### config.mk
export PLATFORM = sky130hd
export DESIGN_NAME = int_to_float_param
export DESIGN_NICKNAME = d
export VERILOG_FILES = /design/src/rtl/int_to_float_param.sv
export SDC_FILE = /design/constraint.sdc
export NUM_CORES = 1
export LEC_CHECK = 0
export BUFFER_PORTS_ARGS = -buffer_cell sky130_fd_sc_hd__buf_2
export CAP_MARGIN = 0
export CORE_MARGIN = 8
export CORE_UTILIZATION = 56
export DETAILED_ROUTE_END_ITERATION = 10
export PLACE_DENSITY = 0.83
export SYNTH_ARGS = -nofsm -noshare
export SYNTH_HDL_FRONTEND = slang
export SYNTH_SLANG_ARGS = --single-unit
### constraint.sdc
create_clock -name clk -period 3.1 [get_ports clk]
set_input_delay 0.93 -clock clk [delete_from_list [all_inputs] [get_ports clk]]
set_output_delay 0.93 -clock clk [all_outputs]
set_load 0.01 [all_outputs]
### src/rtl/int_to_float_param.sv
// rtl/int_to_float_param.sv - multi-cycle signed/unsigned integer to float converter
// Optional inexact flag output out_nx is built when I2F_FLAGS_EN is defined.
module int_to_float_param #(
  parameter int INT_W = 32,
  parameter int EXP_W = 8,
  parameter int MAN_W = 23
) (
  input  logic                   clk,
  input  logic                   rst,
  input  logic                   in_valid,
  output logic                   in_ready,
  input  logic [INT_W-1:0]       in_a,
  input  logic                   in_signed,
  input  logic [2:0]             in_rm,
  output logic                   out_valid,
  input  logic                   out_ready,
  output logic [EXP_W+MAN_W:0]   out_z
`ifdef I2F_FLAGS_EN
  ,
  output logic                   out_nx
`endif
);

  localparam int BIAS   = 2**(EXP_W-1) - 1;
  localparam int FRAC_W = INT_W - 1;
  // Extended fraction always has room for the mantissa plus guard and sticky bits.
  localparam int EXT_W  = ((FRAC_W > MAN_W) ? FRAC_W : MAN_W) + 2;
  localparam int PAD_W  = EXT_W - FRAC_W;

  typedef enum logic [2:0] {
    S_IDLE,
    S_NORM,
    S_ROUND,
    S_PACK,
    S_OUT
  } state_t;

  state_t state;
  state_t next_state;

  logic             sign_r;
  logic             zero_r;
  logic [INT_W-1:0] mag_r;
  logic [EXP_W-1:0] exp_r;
  logic [MAN_W-1:0] man_r;
  logic [2:0]       rm_r;
`ifdef I2F_FLAGS_EN
  logic             nx_r;
`endif

  logic             accept;
  logic             in_neg;
  logic [EXT_W-1:0] ext;
  logic [MAN_W-1:0] man_trunc;
  logic [MAN_W:0]   man_inc;
  logic             g_bit;
  logic             s_bit;
  logic             inexact;
  logic             inc;

  assign accept = in_valid & in_ready;
  assign in_neg = in_signed & in_a[INT_W-1];

  always_ff @(posedge clk) begin
    if (!rst) begin
      state <= S_IDLE;
    end else begin
      state <= next_state;
    end
  end

  always_comb begin
    next_state = state;
    case (state)
      S_IDLE:  if (accept) next_state = (in_a == '0) ? S_PACK : S_NORM;
      S_NORM:  if (mag_r[INT_W-1]) next_state = S_ROUND;
      S_ROUND: next_state = S_PACK;
      S_PACK:  next_state = S_OUT;
      S_OUT:   if (out_ready) next_state = S_IDLE;
      default: next_state = S_IDLE;
    endcase
  end

  always_comb begin
    in_ready  = rst && (state == S_IDLE);
    out_valid = (state == S_OUT);
  end

  // Hidden bit dropped; fraction left-aligned so the mantissa is its top MAN_W bits.
  always_comb begin
    ext       = {mag_r[INT_W-2:0], {PAD_W{1'b0}}};
    man_trunc = ext[EXT_W-1 -: MAN_W];
    g_bit     = ext[EXT_W-1-MAN_W];
    s_bit     = |ext[EXT_W-2-MAN_W:0];
    inexact   = g_bit | s_bit;
    man_inc   = {1'b0, man_trunc} + (MAN_W+1)'(1);
  end

  always_comb begin
    case (rm_r)
      3'd1:    inc = 1'b0;
      3'd2:    inc = inexact & sign_r;
      3'd3:    inc = inexact & ~sign_r;
      3'd4:    inc = g_bit;
      default: inc = g_bit & (s_bit | man_trunc[0]);
    endcase
  end

  always_ff @(posedge clk) begin
    if (!rst) begin
      sign_r <= 1'b0;
      zero_r <= 1'b0;
      mag_r  <= '0;
      exp_r  <= '0;
      man_r  <= '0;
      rm_r   <= '0;
      out_z  <= '0;
`ifdef I2F_FLAGS_EN
      nx_r   <= 1'b0;
      out_nx <= 1'b0;
`endif
    end else begin
      case (state)
        S_IDLE: begin
          if (accept) begin
            sign_r <= in_neg;
            mag_r  <= in_neg ? -in_a : in_a;
            exp_r  <= EXP_W'(INT_W - 1);
            rm_r   <= in_rm;
            zero_r <= (in_a == '0);
          end
        end
        S_NORM: begin
          if (!mag_r[INT_W-1]) begin
            mag_r <= mag_r << 1;
            exp_r <= exp_r - EXP_W'(1);
          end
        end
        S_ROUND: begin
          man_r <= inc ? man_inc[MAN_W-1:0] : man_trunc;
          // All-ones mantissa rounding up becomes 1.0 at the next binade.
          if (inc && man_inc[MAN_W]) exp_r <= exp_r + EXP_W'(1);
`ifdef I2F_FLAGS_EN
          nx_r <= inexact;
`endif
        end
        S_PACK: begin
          out_z <= zero_r ? '0 : {sign_r, exp_r + EXP_W'(BIAS), man_r};
`ifdef I2F_FLAGS_EN
          out_nx <= ~zero_r & nx_r;
`endif
        end
        default: ;
      endcase
    end
  end

endmodule

==> results by group <==
Timing
  – Slew headroom: 35.2%
  – RSZ-0062 raised after global routing: false
  – Max Fclk: 372 MHz
  – Final worst-path cycle share: 86.6%
  – Final TNS setup: 0 ns
  – Slew @ Worst Pin: 0.971 ns
  – Final setup viols: 0
  – Final Skew: 0.00713 ns
  – Final count of pins violating max slew: 0
  – Final hold viol count: 0
  – Fin crit period: 2.69 ns

Worst setup path
  – R2R Setup Slk: 0.41 ns
  – Slowest-stage cell, CP: dfxtp_1
  – Highest fanout seen on the critical path: 15
  – CP Capture Type: flip-flop
  – CP Launch Type: flip-flop
  – Critical Path RT: 3.36 ns
  – CP Data Arrival Time: 2.94 ns
  – CP cell instances: nor3b_2 > clkinv_1 > ha_1 > a211oi_1 > a21oi_1 > nor3_1 > mux2i_1 > a32oi_1
  – Critical Path Max Stage Delay: 0.45 ns
  – Crit path kind: flip-flop to flip-flop

Logic synthesis
  – Compound-Gate Fraction of Synth Area: 26.0%
  – Synth unique cells: 70
  – Post-Synth Adder-Cell Area: 2.13%
  – Synth area leaders: dfxtp_1 (33%), a21oi_1 (6.4%), o21ai_0 (4.7%)
  – YS warnings: 0
  – Simple-gate share of the synthesized area: 26.4%
  – Register area share after synthesis: 33.2%
  – Syn_nets: 842
  – Number of flops mapped to enable cells by yosys: 0
  – Mapped Cells: 792
  – Most frequent cell after synthesis: dfxtp_1
  – Ys flop type: dfxtp_1
  – Mux cell area share after synthesis: 1.81%
  – Commonest cells post-synth: dfxtp_1 (103), a21oi_1 (80), nor2_1 (66)
  – #FFs+latches synth: 103
  – Post-synth top area cell: dfxtp_1
  – Share of flip-flops with an asynchronous set or reset: 0%
  – Syn avg cell area: 7.85 um2
  – Mapped Area: 0.00622 mm2
  – Xor/xnor share of the synthesized area: 5.07%
  – Post-synth top area share: 33.2%
  – Main combinational cell family by area after synthesis: simple AND/OR/NAND/NOR gates

Min path
  – Hold Crit Class: flip-flop to flip-flop

Status
  – Status: finished, final reports clean

Pwr
  – Pint: 2060 uW
  – P per Cell Area: 463 mW/mm2
  – Switch share: 35.0%
  – Sw Pwr: 1110 uW
  – Peak supply drop: 0.273 mV
  – Comb pwr share: 25.5%
  – Clock power frac: 25.4%
  – Lkg Pwr: 0.00248 uW
  – Sequential share of power: 49.1%

GRT
  – Largest net degree at the start of global routing: 59
  – Initial antenna violation count: 0
  – First-pass GRT wire length: 28100 um
  – Number of global-route vias before repair: 5904
  – Remaining Overflow, GRT: 0
  – Overall routing resource usage: 22.7%

Clock network
  – H-tree Lvls: 3
  – CTS clk-pin slew, worst paths: 0.10 ns
  – CTS buffer count: 9
  – Post-CTS setup buffers: 0
  – Worst-case clock buffer depth: 2
  – Post-CTS Hold Buffers: 0
  – Post-CTS resize count: 0
  – Sinks on Clock Net: 103
  – Worst skew pair latency: 0.38 ns
  – TritonCTS clock tree: yes
  – CTS root buffer: clkbuf_8

Floorplan
  – Die X: 121 um
  – Core area: 0.0108 mm2
  – I/O pin total: 74
  – Die ar.: 0.0147 mm2
  – Die Y: 121 um
  – Rows: 38
  – Initial core utilization: 57.3%

Cells and area
  – ANT cells: 0
  – Layout cell share with drive strength beyond 1: 15.4%
  – Area growth syn-to-layout: 10.2%
  – Fill count: 938
  – Layout Nets: 882
  – Fin cells: 977

Routing
  – 1st-iter DRT viols: 817
  – Via Count: 6304
  – DR DRC count: 0
  – Post-route ant nets: 0
  – WL final: 17200 um
  – Detailed Routing Iterations Pass 1: 6
  – WL per Instance: 17.6 um
  – Vias/cell: 6.45

Placed design
  – GPL Wtd Cong: 0.984
  – Hpwl dp: 12300 um
  – Placed cell count: 961
  – Port bufs: 73

Job
  – Max cap viols: 0
## layout by cell type, fill, tap and decap left out, drive strengths merged, types with 7 or more instances in the layout
cell       n
a2111oi    9
a211oi    17
a21oi     82
a22oi     10
a31oi     12
and3       8
buf       92
clkbuf    11
dfxtp    103
ha         9
inv       22
mux2i      9
nand2     41
nand2b    15
nand3     44
nand3b     8
nand4     14
nor2      66
nor3      25
nor3b     31
nor4      11
o2111ai    7
o211ai    12
o21ai     58
o31ai      8
or3        7
or4        8
xnor2     22
xor2      14
## power groups by stage
stage | Clock [uW] | Combinational (uW) | Sequential, uW
after global placement | 0 | 751 | 1570
final | 806 | 811 | 1560
after CTS | 810 | 794 | 1550
after floorplan | 0 | 627 | 1510
after detailed placement | 0 | 790 | 1580
after global routing | 866 | 883 | 1570
## registers in the layout, summed over array words and instances (netlist names)
name / count
exp_r: 8
mag_r: 32
man_r: 23
out_z: 32
rm_r: 3
sign_r: 1
state: 3
zero_r: 1
## routing by layer
metal / track usage, % / part of all wire (%) / wire length [um] / vias to the layer above
met5: 0 / 0 / 0 / -
met4: 10.3 / 1.9 / 333 / 0
met3: 3.63 / 8.0 / 1380 / 28
met2: 35.4 / 45 / 7770 / 314
met1: 30.1 / 45 / 7710 / 2933
li1: - / - / - / 3029
## worst max-delay path: cells and delay by family, from the launching register on
kind | cells | cell delay, ns
simple gates | 2 | 0.62
compound gates | 3 | 0.50
flops | 1 | 0.45
fa+ha+maj | 1 | 0.45
buf+inv | 1 | 0.29
mux | 1 | 0.25
## worst paths after layout
path,start,endpoint,cells past startpoint
max,state[0],exp_r[7],8
min,man_r[22],man_r[22],2
max reg2reg,state[0],exp_r[7],8
min reg2reg,man_r[22],man_r[22],2
## layout make-up
class | count | area, um2 | area share (%)
Clock inverter | 5 | 41.3 | 0.603
Clock buffer | 11 | 141 | 2.06
Multi-Input combinational cell | 605 | 3830 | 55.9
Sequential cell | 103 | 2060 | 30.1
Inverter | 21 | 78.8 | 1.15
Tap cell | 140 | 175 | 2.56
Timing Repair Buffer | 92 | 520 | 7.60
## kinds of logic after synthesis
| logic type | after synthesis |
|---|---|
| buffers and inverters | 84 |
| AND/OR/NAND/NOR | 297 |
| flip-flops | 103 |
| XOR/XNOR | 36 |
| multiplexers | 11 |
| AO/OA/AOI/OAI | 251 |
| adder cells (fa/ha/maj) | 10 |
## through the flow
step / utilization [%] / worst slack (ns) / instance area [um2] / power (uW) / hold WS [ns]
6_report: 63.2 / 0.415 / 6850 / 3170 / 0.488
5_1_grt: 63.2 / 0.286 / 6850 / 3320 / 0.517
4_1_cts: 63.2 / 0.482 / 6850 / 3160 / 0.489
3_5_place_dp: 61.5 / 0.297 / 6670 / 2370 / 0.473
3_3_place_gp: 61.5 / 0.443 / 6670 / 2320 / 0.460
2_1_floorplan: - / 0.563 / 6220 / 2140 / 0.440
Power figures use the tool's default switching activity.
